[src/rtl/alu_pkg.sv]
// Shared opcode, flag-index and state definitions
// for the sequential execute-stage ALU.
package alu_pkg;

   typedef enum logic [3:0] {
      OP_ADD = 4'd0,
      OP_SUB = 4'd1,
      OP_MUL = 4'd2,
      OP_DIV = 4'd3,
      OP_MOD = 4'd4
   } op_e;

   localparam int FLAG_OVF   = 0;
   localparam int FLAG_CARRY = 1;
   localparam int FLAG_ZERO  = 2;
   localparam int FLAG_SIGN  = 3;

   typedef enum logic [1:0] {
      S_IDLE,
      S_DIV,
      S_DONE
   } state_e;

   function automatic logic [3:0] pack_flags(
      input logic ovf,
      input logic carry,
      input logic zero,
      input logic sign
   );
      logic [3:0] f;
      f             = '0;
      f[FLAG_OVF]   = ovf;
      f[FLAG_CARRY] = carry;
      f[FLAG_ZERO]  = zero;
      f[FLAG_SIGN]  = sign;
      return f;
   endfunction

endpackage

[src/rtl/alu_div_iter.sv]
// Restoring unsigned divider, one quotient bit per cycle, MSB first.
// quot_o/rem_o carry the post-step values so the last step can be captured.
module alu_div_iter
   import alu_pkg::*;
#(
   parameter int N = 32
) (
   input  logic         clk,
   input  logic         rst,
   input  logic         start_i,
   input  logic [N-1:0] dividend_i,
   input  logic [N-1:0] divisor_i,
   output logic         busy_o,
   output logic         done_o,
   output logic [N-1:0] quot_o,
   output logic [N-1:0] rem_o
);

   localparam int CW = $clog2(N + 1);

   logic [CW-1:0] cnt_q, cnt_d;
   logic          run_q, run_d;
   logic [N-1:0]  dvd_q, dvd_d;
   logic [N-1:0]  dvs_q, dvs_d;
   logic [N-1:0]  rem_q, rem_d;
   logic [N:0]    shl, diff;
   logic          ge;

   // dvd_q shifts dividend bits out the top and quotient bits in the bottom
   assign shl    = {rem_q, dvd_q[N-1]};
   assign diff   = shl - {1'b0, dvs_q};
   assign ge     = ~diff[N];
   assign quot_o = {dvd_q[N-2:0], ge};
   assign rem_o  = ge ? diff[N-1:0] : shl[N-1:0];
   assign busy_o = run_q;
   assign done_o = run_q && (cnt_q == CW'(1));

   always_comb begin
      cnt_d = cnt_q;
      run_d = run_q;
      dvd_d = dvd_q;
      dvs_d = dvs_q;
      rem_d = rem_q;
      if (start_i) begin
         cnt_d = CW'(N);
         run_d = 1'b1;
         dvd_d = dividend_i;
         dvs_d = divisor_i;
         rem_d = '0;
      end else if (run_q) begin
         cnt_d = cnt_q - CW'(1);
         dvd_d = quot_o;
         rem_d = rem_o;
         if (cnt_q == CW'(1)) begin
            run_d = 1'b0;
         end
      end
   end

   always_ff @(posedge clk) begin
      if (rst) begin
         cnt_q <= '0;
         run_q <= 1'b0;
         dvd_q <= '0;
         dvs_q <= '0;
         rem_q <= '0;
      end else begin
         cnt_q <= cnt_d;
         run_q <= run_d;
         dvd_q <= dvd_d;
         dvs_q <= dvs_d;
         rem_q <= rem_d;
      end
   end

endmodule

[src/rtl/alu_seq_unit.sv]
// Handshaked execute-stage ALU: single-cycle add/sub/mul,
// iterative div/mod through alu_div_iter.
module alu_seq_unit
   import alu_pkg::*;
#(
   parameter int N = 32
) (
   input  logic         clk,
   input  logic         rst,
   input  logic         in_valid,
   output logic         in_ready,
   input  logic [N-1:0] a,
   input  logic [N-1:0] b,
   input  logic [3:0]   operacion,
   output logic         out_valid,
   input  logic         out_ready,
   output logic [N-1:0] resultado,
   output logic [3:0]   flagsResult
);

   state_e       state_q, state_d;
   logic [N-1:0] res_q, res_d;
   logic [3:0]   flg_q, flg_d;
   logic         is_mod_q, is_mod_d;

   logic [N:0]     sum, dif;
   logic [2*N-1:0] prod;
   logic [N-1:0]   alu_res, div_res;
   logic [3:0]     alu_flg;
   logic           alu_ovf, alu_cy, is_divop;

   logic         div_start, div_busy, div_done;
   logic [N-1:0] div_quot, div_rem;

   assign sum  = {1'b0, a} + {1'b0, b};
   assign dif  = {1'b0, a} + {1'b0, ~b} + {{N{1'b0}}, 1'b1};
   assign prod = {{N{1'b0}}, a} * {{N{1'b0}}, b};

   assign is_divop = (operacion == OP_DIV) || (operacion == OP_MOD);

   // Div/mod arms only reach the result register when b is zero
   always_comb begin
      alu_res = '0;
      alu_ovf = 1'b0;
      alu_cy  = 1'b0;
      unique case (operacion)
         OP_ADD: begin
            alu_res = sum[N-1:0];
            alu_cy  = sum[N];
            alu_ovf = (a[N-1] == b[N-1]) && (sum[N-1] != a[N-1]);
         end
         OP_SUB: begin
            alu_res = dif[N-1:0];
            alu_cy  = dif[N];
            alu_ovf = (a[N-1] != b[N-1]) && (dif[N-1] != a[N-1]);
         end
         OP_MUL: begin
            alu_res = prod[N-1:0];
            alu_ovf = |prod[2*N-1:N];
         end
         OP_DIV: begin
            alu_res = '1;
            alu_ovf = 1'b1;
         end
         OP_MOD: begin
            alu_res = a;
            alu_ovf = 1'b1;
         end
         default: ;
      endcase
      alu_flg = pack_flags(alu_ovf, alu_cy,
                           alu_res == '0, alu_res[N-1]);
   end

   assign div_res = is_mod_q ? div_rem : div_quot;

   always_comb begin
      state_d   = state_q;
      res_d     = res_q;
      flg_d     = flg_q;
      is_mod_d  = is_mod_q;
      div_start = 1'b0;
      unique case (state_q)
         S_IDLE: begin
            if (in_valid) begin
               if (is_divop && (b != '0)) begin
                  div_start = 1'b1;
                  is_mod_d  = (operacion == OP_MOD);
                  state_d   = S_DIV;
               end else begin
                  res_d   = alu_res;
                  flg_d   = alu_flg;
                  state_d = S_DONE;
               end
            end
         end
         S_DIV: begin
            if (div_busy && div_done) begin
               res_d   = div_res;
               flg_d   = pack_flags(1'b0, 1'b0,
                                    div_res == '0, div_res[N-1]);
               state_d = S_DONE;
            end
         end
         S_DONE: begin
            if (out_ready) begin
               state_d = S_IDLE;
            end
         end
         default: state_d = S_IDLE;
      endcase
   end

   always_ff @(posedge clk) begin
      if (rst) begin
         state_q  <= S_IDLE;
         res_q    <= '0;
         flg_q    <= '0;
         is_mod_q <= 1'b0;
      end else begin
         state_q  <= state_d;
         res_q    <= res_d;
         flg_q    <= flg_d;
         is_mod_q <= is_mod_d;
      end
   end

   alu_div_iter #(.N(N)) u_div (
      .clk        (clk),
      .rst        (rst),
      .start_i    (div_start),
      .dividend_i (a),
      .divisor_i  (b),
      .busy_o     (div_busy),
      .done_o     (div_done),
      .quot_o     (div_quot),
      .rem_o      (div_rem)
   );

   assign in_ready    = (state_q == S_IDLE);
   assign out_valid   = (state_q == S_DONE);
   assign resultado   = res_q;
   assign flagsResult = flg_q;

endmodule

[config.mk]
export PLATFORM = sky130hd
export DESIGN_NAME = alu_seq_unit
export DESIGN_NICKNAME = d
export VERILOG_FILES = /design/src/rtl/alu_pkg.sv /design/src/rtl/alu_div_iter.sv /design/src/rtl/alu_seq_unit.sv
export SDC_FILE = /design/constraint.sdc
export NUM_CORES = 2
export LEC_CHECK = 0
export ABC_CLOCK_PERIOD_IN_PS = 12900
export CAP_MARGIN = 15
export CELL_PAD_IN_SITES_DETAIL_PLACEMENT = 0
export CELL_PAD_IN_SITES_GLOBAL_PLACEMENT = 1
export CORE_MARGIN = 2
export CORE_UTILIZATION = 25
export CTS_BUF_LIST = sky130_fd_sc_hd__clkbuf_4 sky130_fd_sc_hd__clkbuf_8 sky130_fd_sc_hd__clkbuf_16
export DETAILED_ROUTE_END_ITERATION = 7
export PLACE_DENSITY = 0.53
export SETUP_SLACK_MARGIN = 0.02
export SLEW_MARGIN = 5
export SYNTH_ARGS = -nofsm -noshare
export SYNTH_HDL_FRONTEND = slang
export SYNTH_SLANG_ARGS = --single-unit
[constraint.sdc]
create_clock -name clk -period 12.9 [get_ports clk]
set_input_delay 3.87 -clock clk [delete_from_list [all_inputs] [get_ports clk]]
set_output_delay 3.87 -clock clk [all_outputs]
set_load 0.02 [all_outputs]
==> results.py <==
metrics = {
    "run_status": {
        "status": "completed",
    },
    "timing": {
        "layout_setup_ws_ns": 0.515,
        "hold_viol": 0,
        "fmax_ghz": 0.0807,
        "period_needed_ns": 12.39,
        "final_sum_of_negative_setup_slack_ns": 0,
        "report.final.slew_viol_count": 0,
        "fin_worst_skew_ns": 0.00904,
        "rsz0062_at_grt": "no",
        "layout_worst_path_cycle_share_pct": 96.0,
        "relative_max_transition_margin_pct": 32.0,
        "max_slew.worst_pin.slew_ns": 1.02,
        "final-setup-viol-count": 0,
        "hold_ws_ns": 0.454,
    },
    "route": {
        "total_number_of_vias": 37877,
        "antenna_violating_nets_left": 0,
        "drt-total-wl_um": 174000,
        "wire_per_inst_um": 22.3,
        "detailedRoute.firstIterationViolations": 2422,
        "average_vias_per_placed_instance": 4.84,
        "drc": 0,
        "drtPass1Iterations": 6,
    },
    "finish": {
        "fin_area_sq_um": 50600,
        "post_route_cells_drive_above_1_share_pct": 5.17,
        "final.fill_count": 19963,
        "layout.area.seq_sq_um": 2830,
        "multi_input_comb_area_sq_um": 38900,
        "area_growth_pct": 9.73,
        "design.final.nets": 6679,
    },
    "yosys": {
        "most_area_consuming_cells_after_synthesis": "sky130_fd_sc_hd__fa_1 (39%), sky130_fd_sc_hd__ha_1 (9.8%), sky130_fd_sc_hd__and2_1 (7.7%)",
        "syn-mean-instance-area_sq_um": 8.49,
        "number_of_instances_in_the_synthesized_netlist": 5432,
        "postSynthNetCount": 6765,
        "synth_enable_flop_cells": 0,
        "main_flop_type_after_synthesis": "sky130_fd_sc_hd__dfxtp_1",
        "ys_async_sr_fraction_pct": 0,
        "synth_most_common_cell": "sky130_fd_sc_hd__fa_1",
        "yosys.area.top_type": "sky130_fd_sc_hd__fa_1",
        "synth_warnings": 0,
        "netlist_area_sq_um": 46100,
        "synth.yosys.seq_area_share_pct": 6.12,
        "synth_seq_cells": 141,
        "netlist-cell-type-count": 103,
        "leading_cell_types_by_count_after_synthesis": "sky130_fd_sc_hd__fa_1 (898), sky130_fd_sc_hd__inv_1 (820), sky130_fd_sc_hd__nand2_1 (667)",
        "synth.top_cell.area_share_pct": 39.0,
    },
    "critical_path": {
        "crit_path_largest_cell_delay_ns": 0.82,
        "critical_path_class": "in -> reg",
        "critical_path.most_common_cell": "sky130_fd_sc_hd__fa_1",
        "cp.arrival_ns": 12.72,
        "path_max_fanout": 10,
        "critical-path-top-delay-family": "adder cells",
        "rrSetupSlack_ns": 7.62,
        "critPathRequiredTime_ns": 13.23,
        "crit_path_top_delay_cell": "sky130_fd_sc_hd__clkdlybuf4s50_1",
        "critPathBufInv": 6,
        "crit_path_end_kind": "flop",
        "worstSetupStartpointType": "primary input",
    },
    "floorplanning": {
        "fp-row-count": 157,
        "initial_utilization_pct": 25.2,
        "floorplan.die.height_um": 434,
        "dieWidth_um": 434,
        "die_area_sq_um": 188000,
        "floorplan.core_area_sq_um": 183000,
        "top_level_ports": 110,
    },
    "global_routing": {
        "antenna_found_initial": 3,
        "wire_length_of_the_first_global_routing_pass_um": 268000,
        "grt_start_max_net_pins": 69,
        "grt_pass1_vias": 41003,
        "globalRoute.totalOverflow": 0,
        "grt_use_total_pct": 18.9,
    },
    "run": {
        "max-cap-violations": 0,
    },
    "clocking": {
        "cts.reportedPaths.clkPinSlew_ns": 0.07,
        "clock_tree.buffer_depth": 2,
        "worstSkewPairLatency_ns": 0.45,
        "htree_num_levels": 4,
        "cts_tree": "built",
        "post-cts-setup-buffer-count": 0,
        "clock_net_sink_count": 141,
        "cts_inserted_buffers": 17,
        "cts_root_buffer": "sky130_fd_sc_hd__clkbuf_16",
    },
    "place": {
        "estimated_wirelength_of_the_detail_placed_design_um": 144000,
        "gp_routability_congestion": 0.916,
        "placed_cell_area_sq_um": 50100,
        "port_buffers": 109,
        "pre_cts_slack_ns": 0.140,
    },
    "worst_hold_path": {
        "hold_class": "reg -> reg",
    },
}
cell type report:
type / instances / area share [%]
multi-input combinational: 4112 / 76.7
inverter: 822 / 6.09
tap: 2464 / 6.09
sequential: 141 / 5.59
timing repair buffer: 252 / 4.43
clock buffer: 18 / 0.855
clock inverter: 14 / 0.190
antenna: 1 / 0.00494
path summary, 6_finish.rpt:
| check | start | end | cells after the start |
|---|---|---|---|
| worst max register to register | u_div.dvd_q[31] | flagsResult[2] | 16 |
| worst min register to register | is_mod_q | is_mod_q | 2 |
| worst min-delay path | is_mod_q | is_mod_q | 2 |
| worst max-delay path | b[6] | flagsResult[0] | 28 |
cell families (layout without fill, tap and decap cells):
family | Yosys count | after routing | synth area share [%]
multiplexers | 59 | 59 | 1.30
other | 0 | 1 | 0
buffers and inverters | 1179 | 1106 | 9.73
AND/OR/NAND/NOR | 1806 | 1806 | 19.4
flip-flops | 141 | 141 | 6.12
AO/OA/AOI/OAI | 888 | 888 | 12.8
XOR/XNOR | 98 | 98 | 1.86
adder cells (fa/ha/maj) | 1261 | 1261 | 48.8
worst reg2reg max path, delay by kind of cell, from the launching register on:
family | cells | cell delay [ns]
compound gates | 6 | 1.69
simple gates | 5 | 1.39
fa+ha+maj | 2 | 0.63
flops | 1 | 0.52
mux | 1 | 0.51
buf+inv | 2 | 0.50
routing by layer:
| metal | GRT usage [%] | vias up | wire, um |
|---|---|---|---|
| met3 | 0.827 | 151 | 4520 |
| met2 | 33.7 | 801 | 87500 |
| met1 | 25.0 | 19732 | 77900 |
| li1 | - | 17193 | - |
| met4 | 4.46 | 0 | 4530 |
| met5 | 0 | - | 0 |
placed cells by master (no fill, tap or decap), types with 19 or more instances in the layout:
| cell type | synthesis | routed |
|---|---|---|
| sky130_fd_sc_hd__mux2i_1 | 55 | 55 |
| sky130_fd_sc_hd__buf_12 | 0 | 22 |
| sky130_fd_sc_hd__dfxtp_1 | 141 | 139 |
| sky130_fd_sc_hd__and2_1 | 566 | 565 |
| sky130_fd_sc_hd__nand2_1 | 667 | 666 |
| sky130_fd_sc_hd__xor2_1 | 32 | 32 |
| sky130_fd_sc_hd__nor4_1 | 25 | 24 |
| sky130_fd_sc_hd__nor2_1 | 252 | 251 |
| sky130_fd_sc_hd__a211oi_1 | 79 | 79 |
| sky130_fd_sc_hd__xnor2_1 | 66 | 66 |
| sky130_fd_sc_hd__a21o_1 | 39 | 39 |
| sky130_fd_sc_hd__buf_2 | 26 | 39 |
| sky130_fd_sc_hd__o21a_1 | 26 | 26 |
| sky130_fd_sc_hd__buf_4 | 2 | 121 |
| sky130_fd_sc_hd__nand3_1 | 48 | 48 |
| sky130_fd_sc_hd__nand4_1 | 53 | 53 |
| sky130_fd_sc_hd__o211ai_1 | 43 | 43 |
| sky130_fd_sc_hd__ha_1 | 363 | 363 |
| sky130_fd_sc_hd__inv_1 | 820 | 820 |
| sky130_fd_sc_hd__o21ai_0 | 149 | 149 |
| sky130_fd_sc_hd__clkdlybuf4s50_1 | 0 | 68 |
| sky130_fd_sc_hd__o21bai_1 | 25 | 25 |
| sky130_fd_sc_hd__nand2b_1 | 25 | 25 |
| sky130_fd_sc_hd__nor3_1 | 58 | 58 |
| sky130_fd_sc_hd__fa_1 | 898 | 898 |
| sky130_fd_sc_hd__or3_1 | 19 | 19 |
| sky130_fd_sc_hd__nor2b_1 | 21 | 21 |
| sky130_fd_sc_hd__o221ai_1 | 30 | 30 |
| sky130_fd_sc_hd__a21oi_1 | 279 | 279 |
metrics by stage:
| stage | cells | util (%) |
|---|---|---|
| after floorplan | 5432 | - |
| after global placement | 7790 | 27.3 |
| after detailed placement | 7790 | 27.3 |
| after CTS | 7822 | 27.6 |
| after global routing | 7823 | 27.6 |
| final | 7824 | 27.6 |
timing repair:
action                     in CTS  in global routing
setup endpoints to repair       0                  1
gates resized for setup         0                  1
hold buffers                    0                  0
sequential cells by signal (all words and copies together) (netlist names):
name / cells
resultado: 32
is_mod_q: 1
u_div.cnt_q: 6
u_div.dvs_q: 32
u_div.dvd_q: 32
state_q: 2
u_div.rem_q: 32
flagsResult: 3
u_div.busy_o: 1
Power is not shown: default switching activity piles up to over one toggle a cycle in this logic, so the estimate is an artifact.
